===== src/rtl/fir_pkg.sv =====
// Shared types and elaboration helpers for the FIR coefficient path.
package fir_pkg;

  localparam logic [7:0] SYNC_CMD_DEFAULT = 8'hA5;

  typedef enum logic [1:0] {
    IDLE  = 2'd0,
    DATA  = 2'd1,
    CHECK = 2'd2
  } fir_ld_state_t;

  function automatic bit coef_w_ok(input int w);
    return (w == 8) || (w == 16);
  endfunction

endpackage


===== src/rtl/fir_coef_loader.sv =====
// Framed byte-stream coefficient writer: commits the tap set on the edge its check byte is accepted.
// One byte per clock; in_ready drops for the single cycle after a commit, otherwise always ready.
module fir_coef_loader
  import fir_pkg::*;
#(
  parameter int         NTAPS    = 4,
  parameter int         COEF_W   = 8,
  parameter logic [7:0] SYNC_CMD = SYNC_CMD_DEFAULT
) (
  input  logic                      clk,
  input  logic                      rst_n,
  input  logic                      in_valid,
  input  logic [7:0]                in_data,
  output logic                      in_ready,
  input  logic                      abort,
  output logic [NTAPS*COEF_W-1:0]   coef_o,
  output logic                      coef_update,
  output logic                      busy,
  output logic                      err
);

  localparam int BPC    = COEF_W / 8;
  localparam int NBYTES = NTAPS * BPC;
  localparam int IDX_W  = (NBYTES > 1) ? $clog2(NBYTES) : 1;
  localparam logic [IDX_W-1:0] LAST_IDX = IDX_W'(NBYTES - 1);

  generate
    if (!coef_w_ok(COEF_W) || (NTAPS < 1)) begin : g_param_err
      $error("fir_coef_loader: COEF_W must be 8 or 16 and NTAPS >= 1");
    end
  endgenerate

  fir_ld_state_t         state, state_nxt;
  logic [IDX_W-1:0]      idx;
  logic [7:0]            csum;
  logic [NBYTES*8-1:0]   shadow;
  logic                  accept;

  assign in_ready = ~coef_update;
  assign accept   = in_valid & in_ready & ~abort;
  assign busy     = (state != IDLE);

  always_comb begin
    state_nxt = state;
    if (abort) begin
      state_nxt = IDLE;
    end else if (accept) begin
      case (state)
        IDLE:    if (in_data == SYNC_CMD) state_nxt = DATA;
        DATA:    if (idx == LAST_IDX) state_nxt = CHECK;
        CHECK:   state_nxt = IDLE;
        default: state_nxt = IDLE;
      endcase
    end
  end

  always_ff @(posedge clk or negedge rst_n) begin
    if (!rst_n) begin
      state <= IDLE;
    end else begin
      state <= state_nxt;
    end
  end

  // Shadow bytes land in stream order, which already matches the flat bus layout.
  always_ff @(posedge clk or negedge rst_n) begin
    if (!rst_n) begin
      idx         <= '0;
      csum        <= '0;
      shadow      <= '0;
      coef_o      <= '0;
      coef_update <= 1'b0;
      err         <= 1'b0;
    end else begin
      coef_update <= 1'b0;
      if (abort) begin
        shadow <= '0;
      end else if (accept) begin
        case (state)
          IDLE: begin
            if (in_data == SYNC_CMD) begin
              idx  <= '0;
              csum <= '0;
              err  <= 1'b0;
            end
          end
          DATA: begin
            shadow[int'(idx)*8 +: 8] <= in_data;
            csum <= csum ^ in_data;
            if (idx != LAST_IDX) idx <= idx + IDX_W'(1);
          end
          CHECK: begin
            if (in_data == csum) begin
              coef_o      <= shadow;
              coef_update <= 1'b1;
            end else begin
              err <= 1'b1;
            end
          end
          default: ;
        endcase
      end
    end
  end

endmodule


===== config.mk =====
export PLATFORM = sky130hd
export DESIGN_NAME = fir_coef_loader
export DESIGN_NICKNAME = d
export VERILOG_FILES = /design/src/rtl/fir_pkg.sv /design/src/rtl/fir_coef_loader.sv
export SDC_FILE = /design/constraint.sdc
export NUM_CORES = 1
export LEC_CHECK = 0
export ABC_AREA = 1
export CAP_MARGIN = 20
export CORE_AREA = 2 2 85 87
export DETAILED_ROUTE_END_ITERATION = 12
export DIE_AREA = 0 0 87 89
export GPL_TIMING_DRIVEN = 0
export PLACE_DENSITY = 0.8
export SYNTH_ARGS = -nofsm -noshare
export SYNTH_HDL_FRONTEND = slang
export SYNTH_SLANG_ARGS = --single-unit
export TNS_END_PERCENT = 30

===== constraint.sdc =====
create_clock -name clk -period 2.57 [get_ports clk]
set_input_delay 0.3855 -clock clk [delete_from_list [all_inputs] [get_ports clk]]
set_output_delay 0.3855 -clock clk [all_outputs]
set_load 0.02 [all_outputs]

After elaboration in Yosys (flattened, before gate mapping)
Cells that the tools add are included.
Widths: inputs -> output; s select.
{ "totals": {"in_bits": 12, "reg_bits": 78} }
{ "op_classes": {"shift": 2, "muxes": 21, "bitwise_logic": 5, "eq_ne": 11, "n_addsub": 2, "n_reduce_logical": 12} }
{ "ops": {"columns": ["op", "n"], "rows": [
  ["$mux 32", 3],
  ["$neg 5->33", 1],
  ["$shift 8x33->32 const A", 1],
  ["$shiftx 8x33->32", 1],
  ["$bwmux 32", 1],
  ["$pmux 8 s2", 1],
  ["$mux 2", 6],
  ["$reduce_and 5->1", 2],
  ["$reduce_bool 2->1", 5],
  ["$eq 8x8->1", 1],
  ["$eq 8x8->1 const B", 1],
  ["$mux 8", 1],
  ["$ne 2x2->1 const B", 4],
  ["$pmux 2 s2", 2],
  ["$reduce_and 4->1", 2],
  ["$xor 8x8->8", 1],
  ["$mux 1", 6],
  ["$ne 3x3->1 const B", 2],
  ["$eq 2x2->1 const B", 2],
  ["$reduce_and 3->1", 1],
  ["$add 2x1->2 const B", 1],
  ["$and 1x1->1", 2],
  ["$eq 2x1->1 const B", 1],
  ["$logic_not 2->1", 1],
  ["3 further kinds", 4]
]} }

Logic depth before layout (Yosys ltp)
Gate-level depths: netlist of the first run.
{ "logic_depth": {"depth_word": 6, "depth_mapped": 9, "ltp_nobuf": 9} }

Least setup slack after synthesis of the first run
Ideal clock, no wire load.
{ "synth_path": {"kind": "flip-flop to flip-flop", "start": "register idx[0]", "end": "register shadow[30]", "path_buffers": 0, "t_arrival_ps": 1598, "setup_time_ps": 76, "synth_period_minus_slack_ps": 1674, "path_stages_with_launch": 6, "slack_ps": 896, "cell_sequence": "dfrtp_1 -> inv_1 -> ha_1 -> nor4_2 -> nand3_1 -> o21ai_1"} }
{ "synth_between": {"elab_chain_cells": 6, "elab_cells_between_ends": 7, "classes_between": "add/sub: 1; shift: 2; mux: 4"} }
{ "synth_lines": {"columns": ["element", "line_no", "text"], "rows": [
  ["start: declaration", "fir_coef_loader.sv:34", "logic [IDX_W-1:0] idx;"],
  ["start signal: assignment", "fir_coef_loader.sv:90", "if (idx != LAST_IDX) idx <= idx + IDX_W'(1);"],
  ["$neg 5->33 (*)", "fir_coef_loader.sv:88", "shadow[int'(idx)*8 +: 8] <= in_data;"],
  ["$shiftx 8x33->32 / $shift 8x33->32 (equally long branches)", "fir_coef_loader.sv:88", null],
  ["$bwmux 32 (*)", "fir_coef_loader.sv:88", null],
  ["$mux 32 (*)", "fir_coef_loader.sv:79", "case (state)"],
  ["$mux 32 (*)", "fir_coef_loader.sv:78", "end else if (accept) begin"],
  ["$mux 32 (*)", "fir_coef_loader.sv:76", "if (abort) begin"],
  ["end signal: indexed assignment", "fir_coef_loader.sv:88", null],
  ["end: declaration", "fir_coef_loader.sv:36", "logic [NBYTES*8-1:0] shadow;"]
]} }
Every way passes the cells marked *; elsewhere a longest branch is shown, timed or not. The select of a mux whose other input is x is not followed.
A chain may end at the register's enable or synchronous reset.

Final worst setup path of the first run
{ "layout_path": {"start": "register idx[0]", "end": "register shadow[29]"} }
Same word-level chain as after synthesis.

==> results of run 1 <==
## power breakdown
part           internal, uW  leakage (uW)  switching [uW]  total [uW]
combinational           184       0.00119             409         593
sequential             1320       0.00106            85.2        1400
clock                   456     0.0000931             473         928
## state kept, by name (all words and copies together) (netlist names)
signal	flops
coef_update	1
csum	8
state	2
idx	2
coef_o	32
shadow	32
err	1
## cells in the final DEF, fill, tap and decap left out, drive strengths merged, types with 2 or more instances in the layout
cell type	count
nand2	160
dfrtp	78
inv	55
clkdlybuf4s50	46
nand3	37
nand4	36
nor2	22
o21ai	22
buf	16
clkbuf	15
a21oi	13
ha	6
xor2	2
o31ai	2
clkinv	2
clkinvlp	2
nor4	2
## metal layers
| layer | vias to the layer above | share of wire |
|---|---|---|
| met5 | - | 0 |
| li1 | 1585 | - |
| met2 | 116 | 0.49 |
| met4 | 0 | 0.011 |
| met3 | 10 | 0.060 |
| met1 | 1526 | 0.44 |
## area by class of cell
cell class	count	area share
clock inverter	6	0.01549
timing repair buffer	49	0.1098
sequential	78	0.4239
inverter	54	0.04402
tap	80	0.02174
multi-input combinational	304	0.3285
buffer	19	0.02880
clock buffer	10	0.02772
## Yosys cell counts, drive strengths merged (5+ instances only)
cell type  number  area [sq um]
nand2         160         613.1
dfrtp          78          1952
inv            54         202.7
nand3          37         185.2
nand4          36         231.5
nor2           22         107.6
o21ai          22         143.9
buf            14         113.9
a21oi          13         72.57
ha              6         75.07
clkbuf          5         18.77
## critical path, stage by stage, from the launching register on
cell and delay, ns:
dfrtp_1 0.50, inv_1 0.14, ha_1 0.36, nor4_2 0.69, nand3_1 0.21, o21ai_0 0.12
## kinds of logic after synthesis
family / Yosys count
buf+inv: 73
compound gates: 38
simple gates: 258
fa+ha+maj: 6
flops: 78
xor+xnor: 2
## final timing paths
| check | from | endpoint | slack, ns | cells after the start |
|---|---|---|---|---|
| min in group clk | coef_o[2] | coef_o[2] | 0.48 | 2 |
| setup reg to reg | idx[0] | shadow[29] | 0.49 | 5 |
| hold reg to reg | coef_o[2] | coef_o[2] | 0.48 | 2 |
| setup / recovery | idx[0] | shadow[29] | 0.49 | 5 |
| hold / removal | rst_n | coef_o[31] | 0.44 | 2 |
| max in group asynchronous | rst_n | shadow[1] | 1.57 | 3 |
## timing repair
item	in CTS	in global routing
hold buffers	1	0
setup buffers	0	0
endpoints found under the hold margin	18	0
## per-stage QoR
step / power, uW / utilization / hold slack (ns) / TNS [ns] / setup slack (ns)
after floorplan: 1839 / - / 0.08991 / 0 / 0.8960
after global placement: 1975 / 0.6505 / 0.4600 / -116.20 / -1.494
after detailed placement: 2016 / 0.6542 / 0.2771 / 0 / 0.2466
after CTS: 2937 / 0.6853 / 0.4360 / 0 / 0.5295
after global routing: 3075 / 0.6853 / 0.4488 / 0 / 0.3715
final: 2927 / 0.6853 / 0.4369 / 0 / 0.4852
==> key figures, run 1 <==
Global route
  • GR peak layer: met2
  • Total track usage: 0.2394
  • GR Util met2: 0.3851
  • Global-route wire length before repair: between 10,000 and 15,000 um
  • Largest net degree at the start of global routing: 61
  • Grt ovf: 0
  • Met3 usage: 0.05633
  • Met1 Use GR: 0.3281
  • Vias in the first global route: between 3k and 4k
  • Initial antenna violation count: 0

Logic synthesis
  • Cell area after synthesis: 0.003800 sq mm
  • Mux cell area share after synthesis: 0
  • Distinct cells, synth: 28
  • XOR/XNOR share of the synthesized area: 0.004610
  • Ys async rst share: 1.000
  • Synth Area in Adders: 0.01976
  • Compound-Gate Fraction of Synth Area: 0.06289
  • Top FF cell, synth: dfrtp_1
  • Synthesized net count: 473
  • Simple-gate share of the synthesized area: 0.3108
  • YS warnings: 0
  • Avg Cell Area, Syn: around 8.4 sq um
  • Synthesized flop and latch total: 78
  • Sequential share of the synthesized area: 0.5137
  • Number of synthesized flops with an enable pin: 0
  • Mapped Cells: roughly 460
  • Largest family of logic cells by synthesized area: simple AND/OR/NAND/NOR gates

Clock network
  • Clk buf depth: 2
  • CTS Sinks: 78
  • CTS clk-pin slew, worst paths: approximately 0.090 ns
  • CTS tree: done
  • CTS HTree Levels: 3
  • Total CTS buffers: 9
  • Clk_lat worst skew: approximately 0.36 ns
  • CTS Root Cell: clkbuf_8
  • Post-cts resize count: 0

Setup path
  • CP Data Arrival Time: ~2.4 ns
  • Kind of critical path: register to register
  • Critical path fanouts, max: 8
  • Crit path required time: approximately 2.9 ns
  • Setup crit end kind: register
  • Critical path startpoint category: register

STA
  • Final Cycle Share: 0.8112
  • Fmax: 479.7 MHz
  • Setup Viol. Count Final: 0
  • Min Tclk post-route: 2.085 ns
  • Final slew viol count: 0
  • Clock skew: 0.01024 ns
  • RSZ-0062 raised after global routing: no
  • Worst Tran Pin Value: 0.7265 ns
  • Final hold vios: 0
  • Slew margin rel.: 0.5117

Die
  • Starting density of the core: 0.5655
  • Die Wd: 87 um
  • Rows: 30
  • Core region area: 0.006719 sq mm
  • Die area: 0.007743 sq mm
  • I/O pin count: 48
  • Die Y-Extent: 89 um

Detailed routing
  • Post-route antenna net violation count: 0
  • Via density: 5.395
  • Routed WL per cell: 14.23 um
  • Vias: 3,237
  • Initial DRC count: 324
  • Drt pass-1 iters: 6
  • Drt total wl: 8535 um
  • Post-route DRC: 0

Power
  • Pwr dens: 635.6 mW/mm^2
  • Max IR drop VDD: 0.0003915 V
  • Leakage: between 0.002 and 0.0025 uW

Placement
  • HPWL Detailed: 6050 um
  • Gpl congestion: 0.8907
  • Port Buf Inserts: 47
  • Post-placement cell count: 583
  • DP Area: ~0.0044 sq mm

Finish
  • Fillcell total: 562
  • Antenna cells: 0
  • Area of the multi-input gates: 0.001513 sq mm
  • Register area: 0.001952 sq mm
  • Fin nets: 533
  • Layout cells sized above 1: 0.1058
  • Fin area: 0.004604 sq mm
  • Area added between synthesis and finish: 21.17%
  • Fin cells: 600

Job
  • Max-cap violations: 0

Outcome
  • Outcome: finished clean

Hold path
  • HP Class: input pin to asynchronous set/reset pin
Note: power is estimated with default switching activity, not from simulation.
==> run 2, diff against run 1 <==
--- a/config.mk
+++ b/config.mk
@@ -7,11 +7,11 @@
 export LEC_CHECK = 0
 export ABC_AREA = 1
 export CAP_MARGIN = 20
-export CORE_AREA = 2 2 85 87
+export CORE_AREA = 2 2 91 93
 export DETAILED_ROUTE_END_ITERATION = 12
-export DIE_AREA = 0 0 87 89
+export DIE_AREA = 0 0 93 95
 export GPL_TIMING_DRIVEN = 0
-export PLACE_DENSITY = 0.8
+export PLACE_DENSITY = 0.74
 export SYNTH_ARGS = -nofsm -noshare
 export SYNTH_HDL_FRONTEND = slang
 export SYNTH_SLANG_ARGS = --single-unit
==> constraint.sdc (replaced) <==
create_clock -name clk -period 1.7 [get_ports clk]
set_input_delay 0.255 -clock clk [delete_from_list [all_inputs] [get_ports clk]]
set_output_delay 0.255 -clock clk [all_outputs]
set_load 0.02 [all_outputs]
==> run 2 against run 1 <==
Effect of this change: combinational power up 74%; sequential power up 51%; total power is 60% higher; clock-buffer cell count shrank 1; sequential share of layout area down 1.4 points; core utilization decreased by 8.5 points; final cell count increased by 5.0%; largest power group unchanged.
==> key figures, run 2 (same netlist as run 1, synthesis figures left out) <==
Detailed routing
  • Drt pass-1 iters: 4
  • Vias: 3,185
  • Initial DRC count: 209
  • Routed WL per cell: ~14 um
  • Post-route DRC: 0
  • Via density: 5.056
  • Post-route antenna net violation count: 0
  • Drt total wl: 8577 um

Setup path
  • Crit path required time: 1.44 ns
  • Kind of critical path: register to output pin
  • Critical path startpoint category: register
  • CP Data Arrival Time: 1.35 ns
  • Critical path fanouts, max: 5
  • R2r setup slk: 0.12 ns
  • Setup crit end kind: output pin

STA
  • Hold_ws: roughly 0.27 ns
  • Clock skew: 0.01278 ns
  • Worst Tran Pin Value: 0.4617 ns
  • Final slew viol count: 0
  • Post-layout worst setup margin: between 0.09 and 0.1 ns
  • Final Cycle Share: 0.9415
  • Slew margin rel.: 0.6922
  • Min Tclk post-route: roughly 1.6 ns
  • Setup Viol. Count Final: 0
  • Fmax: 624.8 MHz
  • Final hold vios: 0

Power
  • Max IR drop VDD: 0.0004245 V
  • Clock power share: 0.327
  • Pwr dens: ~980 mW/mm^2
  • Cell Int Power: 3174 uW
  • Sw frac: 0.3205
  • Reg power frac: 0.453
  • Leakage: 0.002462 uW
  • Switching pwr: 1497 uW
  • Comb pwr share: 0.220

Placement
  • HPWL Detailed: approximately 6000 um
  • Gpl congestion: 0.8946
  • Port Buf Inserts: 47
  • DP Worst Slack: -0.5053 ns
  • Post-placement cell count: 608
  • DP Area: ~0.0044 sq mm

Die
  • Starting density of the core: 0.4793
  • Die Y-Extent: 95 um
  • I/O pin count: 48
  • Die Wd: 93 um
  • Core region area: between 0.007 and 0.008 sq mm
  • Die area: 0.008835 sq mm
  • Rows: 33

Clock network
  • CTS Root Cell: clkbuf_8
  • CTS tree: done
  • Total CTS buffers: 9
  • CTS HTree Levels: 3
  • Clk buf depth: 2
  • CTS clk-pin slew, worst paths: about 0.080 ns
  • CTS Sinks: roughly 80
  • Clk_lat worst skew: 0.35 ns

Global route
  • Largest net degree at the start of global routing: 46
  • Vias in the first global route: 3,118
  • Global-route wire length before repair: 14,760 um
  • Initial antenna violation count: 0
  • GR Util met2: 0.3255
  • GR peak layer: met2
  • Grt ovf: 0
  • Met3 usage: 0.04948
  • Met1 Use GR: 0.2995
  • Total track usage: 0.2156

Finish
  • Most frequent cells in the layout: 156 x nand2_1, 77 x dfrtp_1, 47 x inv_1
  • Commonest non-fill, non-tap cell in the layout: nand2_1
  • Fillcell total: 717
  • Fin area: roughly 0.0048 sq mm
  • Fin cells: between 600 and 700
  • Fin nets: 538
  • Antenna cells: 0
  • Layout cells sized above 1: 0.1352
  • Largest registers: coef_o (32), shadow (32), csum (8)
  • Area added between synthesis and finish: 25.26%
  • Fin util: 0.6004

Job
  • Max-cap violations: 0

Hold path
  • HP Class: input pin to register

Outcome
  • Outcome: finished clean
## run 2: cell types whose count changed in the layout (fill, tap and decap cells not counted), moves of 3 or more
cell / previous run / this run
buf_4: 6 / 10
clkbuf_1: 6 / 2
clkbuf_2: 0 / 3
clkdlybuf4s50_1: 46 / 38
dlymetal6s2s_1: 0 / 6
## run 2: path summary, 6_finish.rpt
kind | to | cells past startpoint | from
worst max-delay path | busy | 3 | state[1]
worst min-delay path | shadow[23] | 3 | in_data[7]
worst max register to register | shadow[21] | 7 | idx[0]
worst min register to register | coef_o[2] | 2 | coef_o[2]
max in group asynchronous | coef_o[3] | 3 | rst_n
min in group asynchronous | coef_o[14] | 2 | rst_n
## run 2: power groups by stage
stage	clock (uW)	combinational, uW	sequential [uW]
after floorplan	0	654	2130
after global placement	0	851	2150
after detailed placement	0	895	2150
after CTS	1560	992	2120
after global routing	1660	1160	2130
final	1530	1030	2120
## run 2: final cells by class
type / instances / area, sq um / area share
Clock inverter: 7 / 95.09 / 0.01998
Tap cell: 105 / 131.4 / 0.02760
Inverter: 54 / 202.7 / 0.04259
Timing Repair Buffer: 54 / 551.8 / 0.1159
Buffer: 19 / 136.4 / 0.02865
Multi-Input combinational cell: 304 / 1565 / 0.3289
Sequential cell: 78 / 1953 / 0.4104
Clock buffer: 9 / 123.9 / 0.02603
## run 2: timing repair
item                                    4_1_cts  5_1_grt
endpoints found under the setup margin       56       61
setup buffers                                 4        1
hold endpoints to repair                     33        0
resized for setup                             8       18
pin swaps                                     3        0
hold buffers                                  1        0
## run 2: worst max-delay path, cell delays in order, from the launching register on
cell and delay, ns:
dfrtp_1 0.45, nor2_2 0.17, inv_1 0.07, dlygate4sd2_1 0.32
## run 2: per-layer routing
| layer | part of all wire | wire, um | vias up |
|---|---|---|---|
| met5 | 0 | 0 | - |
| met2 | 0.46 | 3967 | 71 |
| met1 | 0.47 | 4016 | 1504 |
| met4 | 0.023 | 200 | 0 |
| met3 | 0.046 | 392 | 14 |
| li1 | - | - | 1596 |
## run 2: through the flow
stage          total power [uW]  setup TNS (ns)
6_report                   4671               0
5_1_grt                    4950        -0.02795
4_1_cts                    4675       -0.004756
3_5_place_dp               3049          -22.68
3_3_place_gp               2998         -199.08
2_1_floorplan              2780               0
